<file path="src/rtl/uart_rx_deframer_if.sv">
// Character hand-off channel between the UART receive deframer and its consumer.
// The master drives characters and status pulses; the slave returns rx_ready.
interface uart_rx_deframer_if;
    logic [7:0] rx_data;
    logic       rx_valid;
    logic       rx_ready;
    logic       parity_err;
    logic       frame_err;
    logic       break_det;
    logic       overrun;

    modport master (
        output rx_data, rx_valid, parity_err, frame_err, break_det, overrun,
        input  rx_ready
    );

    modport slave (
        input  rx_data, rx_valid, parity_err, frame_err, break_det, overrun,
        output rx_ready
    );
endinterface

</file>
<file path="src/rtl/uart_rx_deframer.sv">
// UART receive deframer: 16x oversampled, 2-flop synchronised rxd; char ready 1 clk after last stop sample.
// Holds one character under valid/ready; a char completing while the slot is full is dropped (overrun pulse).
module uart_rx_deframer #(
    parameter int DIV_W = 16,
    parameter int OVS   = 16
) (
    input  logic             clk,
    input  logic             rstn,
    input  logic [DIV_W-1:0] divisor,
    input  logic [1:0]       data_bits,
    input  logic             parity_en,
    input  logic             parity_odd,
    input  logic             stop_bits,
    input  logic             rxd,
    uart_rx_deframer_if.master rx
);
    localparam logic [3:0] SC_MID  = 4'(OVS / 2 - 1);
    localparam logic [3:0] SC_LAST = 4'(OVS - 1);

    typedef enum logic [2:0] {IDLE, START, DATA, PARITY, STOP, BRK_WAIT} state_t;

    state_t           state_q, state_d;
    logic             sync1_q, rxs_q;
    logic [DIV_W-1:0] tcnt_q, tcnt_d;
    logic [3:0]       sc_q, sc_d;
    logic [2:0]       bcnt_q, bcnt_d;
    logic [7:0]       shreg_q, shreg_d;
    logic             pbit_q, pbit_d;
    logic             stop_cnt_q, stop_cnt_d;
    logic             ferr_q, ferr_d;
    logic             stop1_q, stop1_d;
    logic             cmpl_q, cmpl_d;
    logic [1:0]       nbits_q, nbits_d;
    logic             pen_q, pen_d;
    logic             podd_q, podd_d;
    logic             sb_q, sb_d;
    logic [7:0]       rx_data_q, rx_data_d;
    logic             rx_valid_q, rx_valid_d;
    logic             perr_out_q, perr_out_d;
    logic             ferr_out_q, ferr_out_d;
    logic             brk_q, brk_d;
    logic             ovr_q, ovr_d;

    logic [DIV_W-1:0] reload;
    logic             tick;
    logic             start_frame;
    logic             is_brk;
    logic [2:0]       last_bit;

    assign reload   = (divisor == '0) ? '0 : divisor - DIV_W'(1);
    assign tick     = (tcnt_q == '0);
    assign last_bit = {1'b0, nbits_q} + 3'd4;
    assign is_brk   = (shreg_q == 8'h00) && !(pen_q && pbit_q) && !stop1_q;

    always_comb begin
        state_d     = state_q;
        tcnt_d      = tick ? reload : tcnt_q - DIV_W'(1);
        sc_d        = sc_q;
        bcnt_d      = bcnt_q;
        shreg_d     = shreg_q;
        pbit_d      = pbit_q;
        stop_cnt_d  = stop_cnt_q;
        ferr_d      = ferr_q;
        stop1_d     = stop1_q;
        cmpl_d      = 1'b0;
        nbits_d     = nbits_q;
        pen_d       = pen_q;
        podd_d      = podd_q;
        sb_d        = sb_q;
        rx_data_d   = rx_data_q;
        rx_valid_d  = rx_valid_q;
        perr_out_d  = perr_out_q;
        ferr_out_d  = ferr_out_q;
        brk_d       = 1'b0;
        ovr_d       = 1'b0;
        start_frame = 1'b0;

        if (rx_valid_q && rx.rx_ready) begin
            rx_valid_d = 1'b0;
        end

        case (state_q)
            IDLE: begin
                if (!rxs_q) begin
                    start_frame = 1'b1;
                end
            end
            START: begin
                if (tick) begin
                    sc_d = sc_q + 4'd1;
                    if (sc_q == SC_MID) begin
                        if (rxs_q) begin
                            state_d = IDLE;
                        end else begin
                            sc_d    = 4'd0;
                            state_d = DATA;
                        end
                    end
                end
            end
            DATA: begin
                if (tick) begin
                    sc_d = sc_q + 4'd1;
                    if (sc_q == SC_LAST) begin
                        shreg_d[bcnt_q] = rxs_q;
                        bcnt_d          = bcnt_q + 3'd1;
                        if (bcnt_q == last_bit) begin
                            state_d = pen_q ? PARITY : STOP;
                        end
                    end
                end
            end
            PARITY: begin
                if (tick) begin
                    sc_d = sc_q + 4'd1;
                    if (sc_q == SC_LAST) begin
                        pbit_d  = rxs_q;
                        state_d = STOP;
                    end
                end
            end
            STOP: begin
                if (tick) begin
                    sc_d = sc_q + 4'd1;
                end
                if (cmpl_q) begin
                    if (is_brk) begin
                        brk_d   = 1'b1;
                        state_d = BRK_WAIT;
                    end else begin
                        if (rx_valid_q && !rx.rx_ready) begin
                            ovr_d = 1'b1;
                        end else begin
                            rx_data_d  = shreg_q;
                            perr_out_d = pen_q && ((^shreg_q ^ pbit_q) != podd_q);
                            ferr_out_d = ferr_q;
                            rx_valid_d = 1'b1;
                        end
                        // A low stop bit may be the start bit of the next character.
                        if (ferr_q && !rxs_q) begin
                            start_frame = 1'b1;
                        end else begin
                            state_d = IDLE;
                        end
                    end
                end else if (tick && sc_q == SC_LAST) begin
                    if (!stop_cnt_q) begin
                        stop1_d = rxs_q;
                        ferr_d  = !rxs_q;
                        if (sb_q) begin
                            stop_cnt_d = 1'b1;
                        end else begin
                            cmpl_d = 1'b1;
                        end
                    end else begin
                        ferr_d = ferr_q | !rxs_q;
                        cmpl_d = 1'b1;
                    end
                end
            end
            BRK_WAIT: begin
                if (rxs_q) begin
                    state_d = IDLE;
                end
            end
            default: state_d = IDLE;
        endcase

        // Reloading the tick divider on the start edge centres every sample in its bit.
        if (start_frame) begin
            state_d    = START;
            tcnt_d     = reload;
            sc_d       = 4'd0;
            bcnt_d     = 3'd0;
            shreg_d    = 8'h00;
            pbit_d     = 1'b0;
            stop_cnt_d = 1'b0;
            ferr_d     = 1'b0;
            stop1_d    = 1'b1;
            nbits_d    = data_bits;
            pen_d      = parity_en;
            podd_d     = parity_odd;
            sb_d       = stop_bits;
        end
    end

    always_ff @(posedge clk) begin
        if (rstn) begin
            state_q    <= IDLE;
            sync1_q    <= 1'b1;
            rxs_q      <= 1'b1;
            tcnt_q     <= '0;
            sc_q       <= 4'd0;
            bcnt_q     <= 3'd0;
            shreg_q    <= 8'h00;
            pbit_q     <= 1'b0;
            stop_cnt_q <= 1'b0;
            ferr_q     <= 1'b0;
            stop1_q    <= 1'b1;
            cmpl_q     <= 1'b0;
            nbits_q    <= 2'd0;
            pen_q      <= 1'b0;
            podd_q     <= 1'b0;
            sb_q       <= 1'b0;
            rx_data_q  <= 8'h00;
            rx_valid_q <= 1'b0;
            perr_out_q <= 1'b0;
            ferr_out_q <= 1'b0;
            brk_q      <= 1'b0;
            ovr_q      <= 1'b0;
        end else begin
            state_q    <= state_d;
            sync1_q    <= rxd;
            rxs_q      <= sync1_q;
            tcnt_q     <= tcnt_d;
            sc_q       <= sc_d;
            bcnt_q     <= bcnt_d;
            shreg_q    <= shreg_d;
            pbit_q     <= pbit_d;
            stop_cnt_q <= stop_cnt_d;
            ferr_q     <= ferr_d;
            stop1_q    <= stop1_d;
            cmpl_q     <= cmpl_d;
            nbits_q    <= nbits_d;
            pen_q      <= pen_d;
            podd_q     <= podd_d;
            sb_q       <= sb_d;
            rx_data_q  <= rx_data_d;
            rx_valid_q <= rx_valid_d;
            perr_out_q <= perr_out_d;
            ferr_out_q <= ferr_out_d;
            brk_q      <= brk_d;
            ovr_q      <= ovr_d;
        end
    end

    assign rx.rx_data    = rx_data_q;
    assign rx.rx_valid   = rx_valid_q;
    assign rx.parity_err = perr_out_q;
    assign rx.frame_err  = ferr_out_q;
    assign rx.break_det  = brk_q;
    assign rx.overrun    = ovr_q;
endmodule

</file>
<file path="src/flat_wrapper.sv">
// flat-port wrapper written by rule: the top's interface ports become plain ports
module uart_rx_deframer_flat 
#(
    parameter int DIV_W = 16,
    parameter int OVS   = 16
)
  (clk, rstn, divisor, data_bits, parity_en, parity_odd, stop_bits, rxd, rx_rx_data, rx_rx_valid, rx_parity_err, rx_frame_err, rx_break_det, rx_overrun, rx_rx_ready);
  uart_rx_deframer_if rx_i ();
  input  logic clk;
  input  logic rstn;
  input  logic [DIV_W-1:0] divisor;
  input  logic [1:0] data_bits;
  input  logic parity_en;
  input  logic parity_odd;
  input  logic stop_bits;
  input  logic rxd;
  output wire logic [$bits(rx_i.rx_data)-1:0] rx_rx_data;
  output wire logic [$bits(rx_i.rx_valid)-1:0] rx_rx_valid;
  output wire logic [$bits(rx_i.parity_err)-1:0] rx_parity_err;
  output wire logic [$bits(rx_i.frame_err)-1:0] rx_frame_err;
  output wire logic [$bits(rx_i.break_det)-1:0] rx_break_det;
  output wire logic [$bits(rx_i.overrun)-1:0] rx_overrun;
  input wire logic [$bits(rx_i.rx_ready)-1:0] rx_rx_ready;
  assign rx_rx_data = rx_i.rx_data;
  assign rx_rx_valid = rx_i.rx_valid;
  assign rx_parity_err = rx_i.parity_err;
  assign rx_frame_err = rx_i.frame_err;
  assign rx_break_det = rx_i.break_det;
  assign rx_overrun = rx_i.overrun;
  assign rx_i.rx_ready = rx_rx_ready;
  uart_rx_deframer #(.DIV_W(DIV_W), .OVS(OVS)) u_core (.clk(clk), .rstn(rstn), .divisor(divisor), .data_bits(data_bits), .parity_en(parity_en), .parity_odd(parity_odd), .stop_bits(stop_bits), .rxd(rxd), .rx(rx_i));
endmodule
</file>
<file path="config.mk">
export PLATFORM = sky130hd
export DESIGN_NAME = uart_rx_deframer_flat
export DESIGN_NICKNAME = d
export VERILOG_FILES = /design/src/rtl/uart_rx_deframer_if.sv /design/src/rtl/uart_rx_deframer.sv /design/src/flat_wrapper.sv
export SDC_FILE = /design/constraint.sdc
export NUM_CORES = 1
export LEC_CHECK = 0
export ABC_AREA = 1
export BUFFER_PORTS_ARGS = -buffer_cell sky130_fd_sc_hd__buf_4
export CAP_MARGIN = 20
export CORE_UTILIZATION = 50
export CTS_CLUSTER_DIAMETER = 200
export DETAILED_ROUTE_END_ITERATION = 7
export PLACE_DENSITY = 0.81
export SETUP_SLACK_MARGIN = 0.3
export SLEW_MARGIN = 10
export SYNTH_ARGS = -nofsm -noshare
export SYNTH_HDL_FRONTEND = slang
export SYNTH_SLANG_ARGS = --single-unit
</file>
<file path="constraint.sdc">
create_clock -name clk -period 5.4 [get_ports clk]
set_clock_uncertainty 0.2 [all_clocks]
set_input_delay 0 -clock clk [delete_from_list [all_inputs] [get_ports clk]]
set_output_delay 0 -clock clk [all_outputs]
set_load 0.02 [all_outputs]
</file>
# Word-level counts from Yosys, hierarchy flattened
# Index checks and enable logic that the tools add are counted.
[op_classes]
add_sub_neg = 5
n_lt_le_gt_ge = 2
eq_ne = 31
muxes = 43
bitwise_logic = 9
n_reduce_logical = 32
[ops]
columns = ["op", "n"]
rows = [
  ["$mux W16", 3],
  ["$mux W3", 12],
  ["$logic_not A16 Y1", 2],
  ["$sub A16 B1 Y16 const B", 2],
  ["$ne A3 B1 Y1 const B", 9],
  ["$ne A2 B1 Y1 const B", 11],
  ["$reduce_and A11 Y1", 2],
  ["$mux W1", 18],
  ["$pmux W3 S6", 1],
  ["$mux W4", 4],
  ["$reduce_and A3 Y1", 4],
  ["$logic_and A1 B1 Y1", 9],
  ["$bwmux W8", 1],
  ["$logic_not A8 Y1", 1],
  ["$pmux W4 S2", 1],
  ["$reduce_and A4 Y1", 2],
  ["$reduce_or A4 Y1", 2],
  ["$reduce_xor A8 Y1", 1],
  ["$not A1 Y1", 7],
  ["$eq A3 B2 Y1 const B", 2],
  ["$eq A3 B3 Y1 const B", 2],
  ["$reduce_or A3 Y1", 2],
  ["$add A4 B1 Y4 const B", 1],
  ["$eq A4 B3 Y1 const B", 1],
  ["19 further kinds", 22],
]
[totals]
register_bits = 59
in_bits = 25
out_inout_bits = 13
word_cells = 145

# Logic depth before layout (Yosys ltp)
# Gate-level depths: netlist (run 1).
[depth]
depth_word = 9
depth_mapped = 13
depth_no_buf = 12

# Least setup slack after synthesis (run 1)
# No wires, ideal clock.
[synth_timing]
path_type = "reg2reg"
start = "register u_core.shreg_q[0]"
end = "register u_core.tcnt_q[13]"
setup_ps = 128
arrival_time_ps = 1459
setup_slack_ps = 3614
stages_incl_launch_ff = 13
n_path_buf = 1
synth_period_minus_slack_ps = 1786
path_cell_list = "dfxtp_1 inv_1 ha_1 nand2_1 nor2_1 nand3_1 nand3_2 nand2_4 inv_4 nand2_4 buf_6 o21ai_0 nor2_1"
[synth_via]
elab_chain_len = 7
[synth_rtl]
columns = ["element", "line", "source"]
rows = [
  ["from (decl)", "uart_rx_deframer.sv:27", "logic [7:0] shreg_q, shreg_d;"],
  ["from (signal assigned)", "uart_rx_deframer.sv:218", "shreg_q <= shreg_d;"],
  ["$logic_not A8 Y1", "uart_rx_deframer.sv:53", "assign is_brk = (shreg_q == 8'h00) && !(pen_q && pbit_q) && !stop1_q;"],
  ["$logic_and A1 B1 Y1 (2 in a row)", "uart_rx_deframer.sv:53", ""],
  ["$mux W1", "uart_rx_deframer.sv:127", "if (is_brk) begin"],
  ["$mux W1", "uart_rx_deframer.sv:126", "if (cmpl_q) begin"],
  ["$pmux W1 S2", "uart_rx_deframer.sv:82", "case (state_q)"],
  ["$mux W16", "uart_rx_deframer.sv:170", "if (start_frame) begin"],
  ["to (signal assigned)", "uart_rx_deframer.sv:215", "tcnt_q <= tcnt_d;"],
  ["to (decl)", "uart_rx_deframer.sv:24", "logic [DIV_W-1:0] tcnt_q, tcnt_d;"],
]
# No other way between the ends.
# A chain may end at the register's enable or synchronous reset.

# Worst setup path in the final report (run 1)
[layout_timing]
start = "register u_core.shreg_q[2]"
end = "register u_core.tcnt_q[0]"
# The elaborated chain is that of the path after synthesis.

==> results.yml, run 1 <==
timing:
  setup_tns_ns: 0
  report.final.slew_viol_count: 0
  relSlewSlack: 0.5725
  post-route-period-util: 0.4765
  fmax_ghz: 0.3886
  hold_violations: 0
  setup_violations: 0
  setup_slack_ns: 2.827
  tightest_slew_ns: 0.6406
  hold_ws_ns: 0.07155
  layout_min_cycle_time_ns: 2.573
  rsz0062_at_grt: "no"
yosys:
  yosys_register_bits: 59
  synth_top_area_share: 0.3447
  syn_inst: 513
  netlist_area_sq_um: 3427
  ys_warn_count: 0
  synth_most_common_cell: "nand2_1"
  synth-async-reset-ratio: 0
  synth_area_leader_cell: "dfxtp_1"
  yosysUniqueCellTypes: 33
  ys.flop_type: "dfxtp_1"
  syn-num-nets: 546
  syn_area_per_cell_sq_um: 6.680
  synth-edff-count: 0
  yosysSeqAreaShare: 0.3447
  ys_top_cells_by_area: "dfxtp_1 34%, nand2_1 11%, nor2_1 8.0%, a21oi_1 6.7%, inv_1 6.7%"
  synth_commonest_cells: "103 x nand2_1, 73 x nor2_1, 61 x inv_1"
place:
  gp_congestion: 0.8854
  dpl.hpwl_um: 6361
  dpl-instance-area_sq_um: 3730
  post-place-ws_ns: 3.204
  port_buffers: 37
routing:
  drtIter0Drc: 355
  drcViolationCount: 2
  viasPerCell: 5.528
  wl_per_cell_um: 14.53
  vias: 3643
  drt_first_pass_iters: 7
  antenna_left: 0
  wl_um: 9572
job:
  cap_violations: 0
worst_setup_path:
  r2r_start: "u_core.shreg_q[2]"
  r2r-end: "u_core.tcnt_q[0]"
  worst_setup_path_end_kind: "flop"
  crit_type: "flop to flop"
  setup.worst_path.start_class: "flop"
  worstPathMaxFanout: 8
  cp.required_ns: 5.48
  r2r_slack_ns: 2.83
  arrival_ns: 2.65
  ff2ff_path_depth: 11
clock_network:
  numCtsBuffers: 9
  clkTransAtPathRegs_ns: 0.07
  clkSinkCount: 59
  cts-root-buf: "clkbuf_8"
  cts_buffer_depth: 2
  cts_tree: "built"
  htree_levels: 3
  clk_latency_ns: 0.33
floorplan:
  core_sq_um: 6495
  rows: 29
  start_util: 0.5276
  die-area_sq_um: 7189
  die_h_um: 84.79
  die_x_um: 84.79
  ios: 38
pwr:
  leakagePower_nw: 1.914
  power_density_nw_per_um2: 356.3
  irDropWorstVdd_uv: 157.5
outcome:
  status: "complete, but fails checks"
  violations: "DRC"
layout:
  fin_area_sq_um: 4197
  drive_above_1_share: 0.1325
  areaGrowthSynthToFinish_pct: 22.45
  fill_cells: 539
  nets: 610
global_routing:
  grt_pass1_vias: 3416
  grt-ovfl-total: 0
  antenna_found_initial: 1
  grt_max_degree: 24
  grt_pass1_wl_um: 15750
  grt_usage: 0.2776
hold_path:
  min_path_type: "input port to flop"
  hold-path-endpoint: "u_core.tcnt_q[1]"
  worst_hold_startpoint: "divisor[0]"
  hold_depth: 6
final cells by class:
| cell class | instances | area, sq um | share of cell area |
|---|---|---|---|
| Clock buffer | 13 | 158.9 | 0.03787 |
| Timing Repair Buffer | 64 | 548.0 | 0.1306 |
| Antenna cell | 1 | 2.502 | 0.0005963 |
| Multi-Input combinational cell | 374 | 1913 | 0.4559 |
| Inverter | 69 | 261.5 | 0.06231 |
| Tap cell | 77 | 96.34 | 0.02296 |
| Sequential cell | 59 | 1181 | 0.2815 |
| Clock inverter | 2 | 35.03 | 0.008348 |
flip-flops by register name, summed over array words and instances, names as in the netlist, 2 cells and up:
name,count
u_core.shreg_q,8
u_core.state_q,3
u_core.bcnt_q,3
u_core.rx.rx_data,8
u_core.sc_q,4
u_core.nbits_q,2
u_core.tcnt_q,16
how the worst max path moves through the flow:
| stage | start | end |
|---|---|---|
| finish | u_core.shreg_q[2] | u_core.tcnt_q[0] |
| global route | u_core.shreg_q[2] | u_core.tcnt_q[0] |
| global placement | u_core.shreg_q[2] | u_core.tcnt_q[1] |
| floorplan | u_core.shreg_q[0] | u_core.tcnt_q[13] |
| detailed placement | u_core.shreg_q[4] | u_core.rx.rx_data[3] |
| CTS | u_core.shreg_q[4] | u_core.tcnt_q[0] |
per-layer routing:
layer	part of all wire	track usage
met3	0.082	0.05310
met5	0	0
met4	0.045	0.1541
met2	0.45	0.4361
met1	0.43	0.3588
cells by family (layout without fill, tap and decap cells):
kind of cell,Yosys count,after routing,share of synthesized area
flip-flops,59,59,0.3447
AO/OA/AOI/OAI,79,79,0.1201
other,0,1,0
adder cells (fa/ha/maj),8,8,0.02921
buffers and inverters,80,148,0.09712
XOR/XNOR,27,27,0.06900
AND/OR/NAND/NOR,260,260,0.3399
placed cells by master (no fill, tap or decap), types with 3 or more instances in the layout:
| master | netlist | routed |
|---|---|---|
| nand2_1 | 103 | 103 |
| nor2_1 | 73 | 73 |
| inv_1 | 61 | 61 |
| dfxtp_1 | 59 | 59 |
| a21oi_1 | 46 | 46 |
| nand3_1 | 44 | 44 |
| buf_4 | 1 | 37 |
| o21ai_0 | 27 | 27 |
| dlygate4sd3_1 | 0 | 27 |
| xor2_1 | 16 | 16 |
| nand4_1 | 13 | 13 |
| xnor2_1 | 11 | 11 |
| clkbuf_8 | 0 | 11 |
| nor2_2 | 9 | 9 |
| ha_1 | 8 | 8 |
| inv_2 | 5 | 5 |
| or2_2 | 3 | 3 |
| nand2_2 | 3 | 3 |
| nand2_4 | 3 | 3 |
repair_timing:
| action | CTS | global route |
|---|---|---|
| buffers inserted | 0 | 0 |
| hold endpoints to repair | 32 | 0 |
| resized for setup | 0 | 0 |
| hold buffers | 27 | 0 |
per-stage QoR:
| stage | utilization | cells | total power, mW |
|---|---|---|---|
| 6_report | 0.6461 | 659 | 1.495 |
| 5_1_grt | 0.6461 | 659 | 1.590 |
| 4_1_cts | 0.6457 | 658 | 1.476 |
| 3_5_place_dp | 0.5743 | 616 | 1.056 |
| 3_3_place_gp | 0.5743 | 616 | 1.044 |
| 2_1_floorplan | - | 513 | 0.9622 |
where the power goes:
| part | leakage (nW) | internal (mW) | switching (mW) |
|---|---|---|---|
| Sequential | 0.480 | 0.491 | 0.0503 |
| Clock | 0.0995 | 0.236 | 0.172 |
| Combinational | 1.33 | 0.211 | 0.336 |
critical path, stage by stage, from the launching register on:
cell           delay, ns
dfxtp_1             0.32
inv_1               0.08
ha_1                0.15
nand2_1             0.05
nor2_1              0.11
nand3_1             0.25
nand3_2             0.18
nand2_4             0.09
nor2_2              0.29
nand2_1             0.09
a21oi_1             0.15
dlygate4sd3_1       0.55
(Power assumes the default switching activity.)
==> run 2: changes to the inputs <==
--- a/config.mk
+++ b/config.mk
@@ -5,7 +5,7 @@
 export SDC_FILE = /design/constraint.sdc
 export NUM_CORES = 1
 export LEC_CHECK = 0
-export ABC_AREA = 1
+export ABC_AREA = 0
 export BUFFER_PORTS_ARGS = -buffer_cell sky130_fd_sc_hd__buf_4
 export CAP_MARGIN = 20
 export CORE_UTILIZATION = 50
==> constraint.sdc (replaced) <==
create_clock -name clk -period 2.4 [get_ports clk]
set_clock_uncertainty 0.2 [all_clocks]
set_input_delay 0 -clock clk [delete_from_list [all_inputs] [get_ports clk]]
set_output_delay 0 -clock clk [all_outputs]
set_load 0.02 [all_outputs]
==> run 2 against run 1 <==
  * The run ends with hold timing left
  * Fmax up 13%
  * Flip-flop and latch count unchanged
  * Sequential share of layout area shrank 2.7 points
  * Critical endpoint is now u_core.state_q[0]
==> results.yml, run 2 <==
outcome:
  status: "complete, but fails checks"
  violations: "hold timing"
worst_setup_path:
  setup.worst_path.start_class: "flop"
  cp.required_ns: 2.41
  worstPathMaxFanout: 5
  arrival_ns: 2.29
  r2r_slack_ns: 0.12
  ff2ff_path_depth: 6
  worst_setup_path_end_kind: "flop"
  crit_type: "flop to flop"
routing:
  wl_per_cell_um: 18.87
  drt_first_pass_iters: 6
  wl_um: 10550
  drcViolationCount: 0
  drtIter0Drc: 351
  viasPerCell: 6.141
  vias: 3433
  antenna_left: 0
yosys:
  synth_commonest_cells: "59 x dfxtp_1, 55 x nor2_1, 34 x nand2_1"
  synth-edff-count: 0
  yosys_register_bits: 59
  ys_warn_count: 0
  yosysUniqueCellTypes: 51
  yosysSeqAreaShare: 0.3730
  synth-async-reset-ratio: 0
  synth_most_common_cell: "dfxtp_1"
  synth_top_area_share: 0.3730
  synth_area_leader_cell: "dfxtp_1"
  ys.flop_type: "dfxtp_1"
  syn-num-nets: 407
  netlist_area_sq_um: 3167
  syn_area_per_cell_sq_um: 8.467
  syn_inst: 374
  ys_top_cells_by_area: "dfxtp_1 37%, mux2i_1 7.3%, nor2_1 6.5%, xor2_1 4.7%, xnor2_1 4.4%"
floorplan:
  core_sq_um: 6026
  die_x_um: 81.59
  rows: 28
  ios: 38
  die_h_um: 81.59
  start_util: 0.5255
  die-area_sq_um: 6656
clock_network:
  cts-root-buf: "clkbuf_8"
  cts_tree: "built"
  numCtsBuffers: 9
  cts_buffer_depth: 2
  htree_levels: 3
  ctsHoldBuffers: 27
  clkTransAtPathRegs_ns: 0.07
  clk_latency_ns: 0.35
  clkSinkCount: 59
global_routing:
  antenna_found_initial: 0
  grt_usage: 0.3033
  grt_pass1_wl_um: 15150
  grt_max_degree: 36
  grt-ovfl-total: 0
  grt_pass1_vias: 3233
timing:
  setup_tns_ns: 0
  setup_violations: 0
  fmax_ghz: 0.4389
  tightest_slew_ns: 0.5639
  rsz0062_at_grt: "yes"
  relSlewSlack: 0.6143
  hold_ws_ns: -0.08245
  report.final.slew_viol_count: 0
  layout_min_cycle_time_ns: 2.278
  hold_violations: 1
  post-route-period-util: 0.9494
place:
  port_buffers: 37
  dpl.hpwl_um: 5133
  gp_congestion: 0.8580
layout:
  largest_reg_flops: 16
  regMostFlops: "u_core.tcnt_q"
  drive_above_1_share: 0.3388
  nets: 512
  final_cell_mix: "70 x buf_4, 52 x nor2_1, 51 x dfxtp_1, 31 x nand2_1, 26 x dlygate4sd3_1"
  areaGrowthSynthToFinish_pct: 48.36
  utilization: 0.7797
  diodes: 0
  final_common_cell: "buf_4"
pwr:
  irDropWorstVdd_uv: 684.4
  leakagePower_nw: 1.879
  power_density_nw_per_um2: 821.0
hold_path:
  hold_depth: 5
  min_path_type: "input port to flop"
job:
  cap_violations: 0
-- run 2: changes by cell type after synthesis, moves of 9 or more --
| cell | before | now |
|---|---|---|
| a21oi_1 | 46 | 17 |
| nor2_1 | 73 | 55 |
| nand4_1 | 13 | 4 |
| inv_1 | 61 | 15 |
| o21ai_0 | 27 | 4 |
| nand3_1 | 44 | 12 |
| nor2_2 | 9 | 0 |
| mux2i_1 | 0 | 23 |
| nor3_1 | 2 | 13 |
| clkbuf_1 | 4 | 13 |
| nand2_1 | 103 | 34 |
-- run 2: repair_timing --
item / 4_1_cts / 5_1_grt
cloned: 1 / 0
gates resized for setup: 41 / 40
setup buffers: 22 / 8
endpoints found under the setup margin: 42 / 52
pin swaps: 15 / 25
endpoints found under the hold margin: 37 / 1
-- run 2: stage by stage --
step | area [sq um] | power [mW] | hold WS, ns | setup WS [ns] | cells
5_1_grt | 4698 | 4.010 | -0.04507 | 0.01948 | 559
3_3_place_gp | 3621 | 2.141 | -0.005314 | 0.1662 | 485
2_1_floorplan | 3204 | 1.935 | -0.09619 | 0.2991 | 374
3_5_place_dp | 3621 | 2.184 | -0.01074 | 0.05757 | 485
6_report | 4698 | 3.857 | -0.08245 | 0.1215 | 559
4_1_cts | 4459 | 3.587 | -0.09048 | 0.2705 | 551
-- run 2: per-layer routing --
metal / vias up / share of wire / global-route usage
met5: - / 0 / 0
met3: 57 / 0.078 / 0.08222
met4: 0 / 0.046 / 0.1386
li1: 1527 / - / -
met1: 1605 / 0.39 / 0.3520
met2: 244 / 0.49 / 0.5183
-- run 2: worst max-delay path, cell delays in order (launching register included) --
cell and delay (ns):
dfxtp_4 0.35, nor4_4 0.38, buf_4 0.21, nand4_4 0.15
o31a_1 0.38, a211oi_1 0.31, a211oi_1 0.15
-- run 2: path summary, 6_finish.rpt --
kind                    start                 to
min               divisor[10]  u_core.tcnt_q[10]
max reg2reg  u_core.tcnt_q[2]  u_core.state_q[0]
min reg2reg    u_core.sync1_q       u_core.rxs_q
max          u_core.tcnt_q[2]  u_core.state_q[0]
-- run 2: logic make-up after synthesis --
kind of cell	synth area share
buf+inv	0.03635
compound gates	0.1185
mux	0.07270
xor+xnor	0.09127
simple gates	0.2766
flops	0.3730
fa+ha+maj	0.03161
-- run 2: cell type report --
class	instances	area [sq um]
timing repair buffer	109	944.7
multi-input combinational	285	2173
sequential	59	1194
clock inverter	5	85.08
fill	355	1328
inverter	15	56.30
tap	75	93.84
clock buffer	11	151.4
-- run 2: power breakdown --
| part | switching [mW] | leakage (nW) | total (mW) | internal (mW) |
|---|---|---|---|---|
| combinational | 0.706 | 1.28 | 1.47 | 0.768 |
| clock | 0.427 | 0.116 | 1.07 | 0.644 |
| sequential | 0.213 | 0.483 | 1.31 | 1.10 |
| total | 1.35 | 1.88 | 3.86 | 2.51 |
